==> config.mk <==
export PLATFORM = sky130hd
export DESIGN_NAME = dense_seq_mac
export DESIGN_NICKNAME = d
export VERILOG_FILES = /design/src/rtl/dense_seq_mac.sv
export SDC_FILE = /design/constraint.sdc
export NUM_CORES = 1
export LEC_CHECK = 0
export CORE_MARGIN = 1.5
export CORE_UTILIZATION = 62
export CTS_CLUSTER_DIAMETER = 120
export DETAILED_ROUTE_END_ITERATION = 10
export MAX_ROUTING_LAYER = met4
export PLACE_DENSITY = 0.87
export SYNTH_ARGS = -nofsm -noshare
export SYNTH_HDL_FRONTEND = slang
export SYNTH_SLANG_ARGS = --single-unit
==> constraint.sdc <==
create_clock -name clk -period 18.1 [get_ports clk]
set_input_delay 3.62 -clock clk [delete_from_list [all_inputs] [get_ports clk]]
set_output_delay 3.62 -clock clk [all_outputs]
set_load 0.005 [all_outputs]
==> src/rtl/dense_seq_mac.sv <==
// Fully-connected layer sequencer: one registered MAC walks out_len neurons of in_len inputs plus
// a bias, and writes one rounded, saturated, optionally ReLU'd word per neuron to pixel memory.
module dense_seq_mac #(
  parameter int DATA_W  = 11,
  parameter int FRAC    = 10,
  parameter int ACC_W   = 32,
  parameter int IN_W    = 10,
  parameter int OUT_W   = 7,
  parameter int PIX_AW  = 13,
  parameter int WEI_AW  = 13,
  parameter int MEM_LAT = 1
) (
  input  logic              clk,
  input  logic              rst,
  input  logic              start,
  input  logic [IN_W-1:0]   in_len,
  input  logic [OUT_W-1:0]  out_len,
  input  logic              relu_en,
  input  logic [PIX_AW-1:0] pix_base,
  input  logic [WEI_AW-1:0] wei_base,
  input  logic [PIX_AW-1:0] dst_base,
  output logic              pix_re,
  output logic [PIX_AW-1:0] pix_addr,
  input  logic [DATA_W-1:0] pix_q,
  output logic              wei_re,
  output logic [WEI_AW-1:0] wei_addr,
  input  logic [DATA_W-1:0] wei_q,
  output logic              wr_en,
  output logic [PIX_AW-1:0] wr_addr,
  output logic [DATA_W-1:0] wr_data,
  output logic              busy,
  output logic              done,
  output logic              ovf
);
  // Handshake: start is a one-cycle request honoured only in S_IDLE; done is a one-cycle pulse
  // one cycle after the final write, and busy is high from the cycle after start until done.
  typedef enum logic [2:0] {S_IDLE, S_FETCH, S_DRAIN, S_WRITE, S_DONE} state_t;

  localparam int DCW = $clog2(MEM_LAT + 3);
  localparam int PW  = 2 * DATA_W;
  localparam logic signed [ACC_W-1:0] SAT_MAX = 2 ** (DATA_W - 1) - 1;
  localparam logic signed [ACC_W-1:0] SAT_MIN = -(2 ** (DATA_W - 1));

  state_t state, state_nxt;
  logic start_ok, last_k, last_n, drain_end, acc_clr;
  logic [IN_W-1:0]   in_len_l, k;
  logic [OUT_W-1:0]  out_len_l, n;
  logic              relu_l;
  logic [PIX_AW-1:0] pix_base_l, dst_base_l;
  logic [WEI_AW-1:0] wei_ptr;
  logic [DCW-1:0]    dcnt;
  logic [MEM_LAT-1:0] vld_sr, bias_sr;
  logic signed [DATA_W-1:0] pix_s, wei_s;
  logic signed [PW-1:0]     mul, bias_term, prod;
  logic                     prod_vld;
  logic signed [ACC_W-1:0]  acc, prod_ext, rnd_sum, shifted;
  logic [DATA_W-1:0]        post_val;
  logic                     post_sat;

  assign start_ok  = (state == S_IDLE) && start;
  assign last_k    = (k == in_len_l);
  assign last_n    = (n == out_len_l - OUT_W'(1));
  assign drain_end = (dcnt == DCW'(MEM_LAT + 1));
  assign acc_clr   = (state_nxt == S_FETCH) && (state != S_FETCH);

  always_ff @(posedge clk) begin
    if (rst) state <= S_IDLE;
    else     state <= state_nxt;
  end

  always_comb begin
    state_nxt = state;
    case (state)
      S_IDLE:  if (start) state_nxt = (out_len == '0) ? S_DONE : S_FETCH;
      S_FETCH: if (last_k) state_nxt = S_DRAIN;
      S_DRAIN: if (drain_end) state_nxt = S_WRITE;
      S_WRITE: state_nxt = last_n ? S_DONE : S_FETCH;
      S_DONE:  state_nxt = S_IDLE;
      default: state_nxt = S_IDLE;
    endcase
  end

  // The k == in_len slot fetches only the bias; no pixel read is issued for it.
  always_comb begin
    pix_re   = 1'b0;
    wei_re   = 1'b0;
    pix_addr = '0;
    wei_addr = '0;
    busy     = (state != S_IDLE);
    if (state == S_FETCH) begin
      wei_re   = 1'b1;
      wei_addr = wei_ptr;
      if (!last_k) begin
        pix_re   = 1'b1;
        pix_addr = pix_base_l + PIX_AW'(k);
      end
    end
  end

  assign pix_s     = pix_q;
  assign wei_s     = wei_q;
  assign mul       = pix_s * wei_s;
  assign bias_term = {{(PW - DATA_W - FRAC){wei_s[DATA_W-1]}}, wei_s, {FRAC{1'b0}}};
  assign prod_ext  = {{(ACC_W - PW){prod[PW-1]}}, prod};
  assign rnd_sum   = acc + (ACC_W'(1) << (FRAC - 1));
  assign shifted   = rnd_sum >>> FRAC;

  // Round half up, saturate (flagging ovf), then ReLU.
  always_comb begin
    post_sat = 1'b0;
    post_val = shifted[DATA_W-1:0];
    if (shifted > SAT_MAX) begin
      post_sat = 1'b1;
      post_val = {1'b0, {(DATA_W-1){1'b1}}};
    end else if (shifted < SAT_MIN) begin
      post_sat = 1'b1;
      post_val = {1'b1, {(DATA_W-1){1'b0}}};
    end
    if (relu_l && post_val[DATA_W-1]) post_val = '0;
  end

  always_ff @(posedge clk) begin
    if (rst) begin
      in_len_l   <= '0;
      out_len_l  <= '0;
      relu_l     <= 1'b0;
      pix_base_l <= '0;
      dst_base_l <= '0;
      wei_ptr    <= '0;
      k          <= '0;
      n          <= '0;
      dcnt       <= '0;
      vld_sr     <= '0;
      bias_sr    <= '0;
      prod       <= '0;
      prod_vld   <= 1'b0;
      acc        <= '0;
      wr_en      <= 1'b0;
      wr_addr    <= '0;
      wr_data    <= '0;
      done       <= 1'b0;
      ovf        <= 1'b0;
    end else begin
      vld_sr[0]  <= wei_re;
      bias_sr[0] <= wei_re && !pix_re;
      for (int i = 1; i < MEM_LAT; i++) begin
        vld_sr[i]  <= vld_sr[i-1];
        bias_sr[i] <= bias_sr[i-1];
      end
      prod_vld <= vld_sr[MEM_LAT-1];
      prod     <= bias_sr[MEM_LAT-1] ? bias_term : mul;
      if (acc_clr)       acc <= '0;
      else if (prod_vld) acc <= acc + prod_ext;

      wr_en   <= (state == S_WRITE);
      wr_addr <= (state == S_WRITE) ? dst_base_l + PIX_AW'(n) : '0;
      wr_data <= (state == S_WRITE) ? post_val : '0;
      done    <= (state == S_DONE);

      if (start_ok) begin
        in_len_l   <= in_len;
        out_len_l  <= out_len;
        relu_l     <= relu_en;
        pix_base_l <= pix_base;
        dst_base_l <= dst_base;
        wei_ptr    <= wei_base;
        k          <= '0;
        n          <= '0;
        ovf        <= 1'b0;
      end
      // Weight blocks are contiguous per neuron, so the pointer just keeps running.
      if (state == S_FETCH) begin
        wei_ptr <= wei_ptr + WEI_AW'(1);
        k       <= last_k ? '0 : k + IN_W'(1);
      end
      dcnt <= (state == S_DRAIN && !drain_end) ? dcnt + DCW'(1) : '0;
      if (state == S_WRITE) begin
        n   <= n + OUT_W'(1);
        ovf <= ovf | post_sat;
      end
    end
  end
endmodule
==> flow_metrics.env <==
export IMPL_final_max_slew_viol_count=0
export IMPL_holdWs_ns=0.4188
export IMPL_ctsLongestPathBuffers=2
export IMPL_worstPathRequired_ns=18.41
export IMPL_die_width_um=152.9
export IMPL_post_route_cells_drive_above_1_share=0.03855
export IMPL_fin_tns_setup_ns=0
export IMPL_setup_worst_path_start_class="primary input"
export IMPL_cts_root_buf="clkbuf_16"
export IMPL_highest_count_cells_in_the_layout_ignoring_fill_and_taps="nand2_1 (203), inv_1 (187), dfxtp_1 (163), nor2_1 (151), clkdlybuf4s50_1 (136)"
export IMPL_worst_slew_pin_transition_ns=0.8540
export IMPL_asyncSetResetFlopFracSynth=0
export IMPL_tritoncts="done"
export IMPL_gr_usage_all_layers=0.2939
export IMPL_status="finished, violations left"
export IMPL_clkTransAtPathRegs_ns=0.07
export IMPL_netSwitchingFraction=0.4361
export IMPL_synth_area_sq_um=13940
export IMPL_initial_utilization=0.6348
export IMPL_core_rowCount=54
export IMPL_ys_warn_count=0
export IMPL_failing_checks="DRC"
export IMPL_synthCells=1694
export IMPL_drt_pass_1_iters=10
export IMPL_critPathMaxFanout=12
export IMPL_antennaDiodeCount=0
export IMPL_cts_sinks=163
export IMPL_layout_min_cycle_time_ns=9.267
export IMPL_design_die_area_sq_um=23390
export IMPL_cts_made_buffers=17
export IMPL_ant_nets=0
export IMPL_synth_flop_cell="dfxtp_1"
export IMPL_cp_arrival_ns=9.58
export IMPL_timing_clock_skew_ns=0.01738
export IMPL_total_leakage_power_uw=0.007052
export IMPL_power_frac_comb=0.602
export IMPL_ir_worst_vdd_v=0.0001133
export IMPL_largest_net_degree_at_the_start_of_global_routing=73
export IMPL_vias=11950
export IMPL_hold_buffers=0
export IMPL_placed_wire_length_estimate_after_detailed_placement_mm=24.79
export IMPL_power_report_internal_total_uw=1118
export IMPL_port_buffer_count=137
export IMPL_postCtsResizedCells=0
export IMPL_max_cap_violations=0
export IMPL_wl_per_cell_um=15.68
export IMPL_vias_in_the_first_global_route=11800
export IMPL_post_synthesis_compound_gate_area_fraction=0.1416
export IMPL_period_share=0.5120
export IMPL_core_sq_um=21960
export IMPL_timing_critical_path_slowest_cell_delay_ns=0.72
export IMPL_wl_mm=32.46
export IMPL_synth_fp_nets=1997
export IMPL_util_after_layout=0.7277
export IMPL_gr_total_overflow=0
export IMPL_mostFrequentLayoutCell="nand2_1"
export IMPL_synth_mux_area_frac=0.01679
export IMPL_drtIter0Drc=811
export IMPL_synth_top_family_by_area="adder cells"
export IMPL_grt_first_pass_wirelength_mm=55.18
export IMPL_clock_power_share=0.182
export IMPL_crit_slowest_cell="clkdlybuf4s50_1"
export IMPL_power_share_sequential=0.215
export IMPL_die_height_um=152.9
export IMPL_sequential_cell_area_fraction_in_the_yosys_report=0.2341
export IMPL_synth_adder_area_share=0.2630
export IMPL_cts_repair_timing_setup_buffer_count=0
export IMPL_globalplace_congestion=0.8988
export IMPL_relSlewSlack=0.4307
export IMPL_number_of_antenna_violations_at_the_first_check_in_global_routing=0
export IMPL_number_of_enable_flip_flop_cells_after_synthesis=0
export IMPL_top_level_ports=138
export IMPL_p_sw_uw=864.1
export IMPL_post_route_worst_setup_slack_ns=8.833
export IMPL_yosys_area_share_xor_xnor=0.05691
export IMPL_grt_setup_unrepaired="false"
export IMPL_areaGrowthSynthToFinish_pct=14.65
export IMPL_power_per_cell_area_nw_per_um2=124.0
export IMPL_synth_simple_gate_area_frac=0.2145
export IMPL_synth_lib_cells_used_distinct=78
export IMPL_ys_ff_latch=163
export IMPL_final_hold_violation_count=0
export IMPL_critical_path_endpoint_type="flip-flop"
export IMPL_h_tree_depth=4
export IMPL_path_class="in2reg"
export IMPL_worst_skew_pair_late_latency_ns=0.44
export IMPL_timing_fmax_mhz=107.9
export IMPL_via_per_inst=5.775
export IMPL_avgSynthCellArea_sq_um=8.228
export IMPL_num_nets_final=2080
export IMPL_dpl_worst_slack_ns=8.448
export IMPL_drc_errors=1
export IMPL_crit_top_cell="fa_1"
export IMPL_crit_path_cell_trace="clkdlybuf4s50_1 -> and2_1 -> fa_1 -> inv_1 -> fa_1 -> inv_1 -> fa_1 -> fa_1 -> inv_1 -> fa_1 -> inv_1 -> ha_1 -> a21o_1 -> a21o_1 -> a31o_2 -> o2111ai_1 -> nand3_1 -> o41ai_1 -> o21ai_0 -> xnor2_1 -> o21ai_1"
export IMPL_timing_hold_worst_class="reg2reg"
export IMPL_finalSetupViolCount=0
==> routing by layer <==
metal,share of wire,up-vias,global-route usage,routed length (um)
met2,0.49,373,0.4955,15860
met3,0.054,43,0.03431,1749
met5,0,-,-,0
met1,0.44,5736,0.3717,14250
met4,0.018,0,0.08964,597
li1,-,5802,-,-
==> power by group through the flow <==
stage / clock, uW / combinational (uW) / sequential, uW
finish: 361 / 1190 / 427
global route: 381 / 1360 / 430
CTS: 364 / 1190 / 426
detailed placement: 0 / 1180 / 434
global placement: 0 / 1140 / 433
floorplan: 0 / 946 / 423
==> path summary, 6_finish.rpt <==
kind | endpoint | from | depth (start not counted) | slack [ns]
hold / removal | dcnt[0]$_SDFF_PP0_ | dcnt[0]$_SDFF_PP0_ | 1 | 0.42
hold reg to reg | dcnt[0]$_SDFF_PP0_ | dcnt[0]$_SDFF_PP0_ | 1 | 0.42
setup / recovery | prod[21]$_SDFF_PP0_ | wei_q[6] | 21 | 8.83
setup reg to reg | acc[30]$_SDFFE_PP0P_ | state[1]$_SDFF_PP0_ | 11 | 13.92
==> final cells by class <==
type	count	area, sq um
multi-input combinational	1264	9661
fill	1622	5978
sequential	163	3263
timing repair buffer	141	1399
inverter	190	713.2
clock buffer	18	439.2
tap	280	350.3
clock inverter	14	155.1
==> logic make-up (layout without fill, tap and decap cells) <==
logic type      count (synthesis)  count (layout)
buf+inv                       267             363
mux                            23              23
xor+xnor                       89              89
compound gates                319             319
simple gates                  612             612
flops                         163             163
fa+ha+maj                     221             221
==> per-stage QoR <==
| stage | instances | area (sq um) | power [uW] |
|---|---|---|---|
| 3_3_place_gp | 2038 | 15390 | 1568 |
| 6_report | 2070 | 15980 | 1982 |
| 4_1_cts | 2070 | 15980 | 1983 |
| 5_1_grt | 2070 | 15980 | 2171 |
| 2_1_floorplan | 1694 | 13940 | 1369 |
| 3_5_place_dp | 2038 | 15390 | 1614 |
==> state kept, by name, summed over array words and instances (netlist names) <==
register	flops
wei_ptr	13
done	1
ovf	1
wr_en	1
dcnt	2
out_len_l	7
wr_addr	13
state	3
in_len_l	10
wr_data	11
n	7
relu_l	1
k	10
prod_vld	1
bias_sr	1
prod	22
acc	32
dst_base_l	13
pix_base_l	13
vld_sr	1
==> synthesized netlist by cell type (4+ instances only) <==
library cell	count	share of area
and3_1	35	0.016
o31ai_1	7	0.0038
nand2_1	204	0.055
a311oi_1	5	0.0031
o21ai_0	42	0.015
dfxtp_1	163	0.23
or2_2	5	0.0022
nand4_1	11	0.0049
nor4b_1	6	0.0038
or3_1	10	0.0045
mux2i_1	20	0.014
o2111ai_1	6	0.0038
a211oi_1	11	0.0059
nor2_1	151	0.041
buf_1	4	0.0011
a21o_1	22	0.012
o21bai_1	13	0.0070
and2_1	75	0.034
nand3b_1	7	0.0038
o21ai_1	15	0.0054
o211ai_1	6	0.0032
xnor2_1	53	0.033
nor4_1	5	0.0022
a31oi_1	18	0.0081
nor3_1	26	0.0093
nor2b_1	14	0.0063
inv_1	187	0.050
ha_1	101	0.091
a222oi_1	5	0.0036
o21a_1	5	0.0027
nand2b_1	10	0.0045
clkbuf_1	68	0.018
fa_1	120	0.17
xor2_1	35	0.022
nand3_1	30	0.011
a21oi_1	133	0.048
==> critical path, delay by kind of cell <==
family	cells	cell delay, ns
buffers and inverters	5	0.93
AO/OA/AOI/OAI	7	1.53
XOR/XNOR	1	0.18
AND/OR/NAND/NOR	2	0.43
adder cells (fa/ha/maj)	6	2.88
No activity file was read; power rests on OpenSTA's default activity.
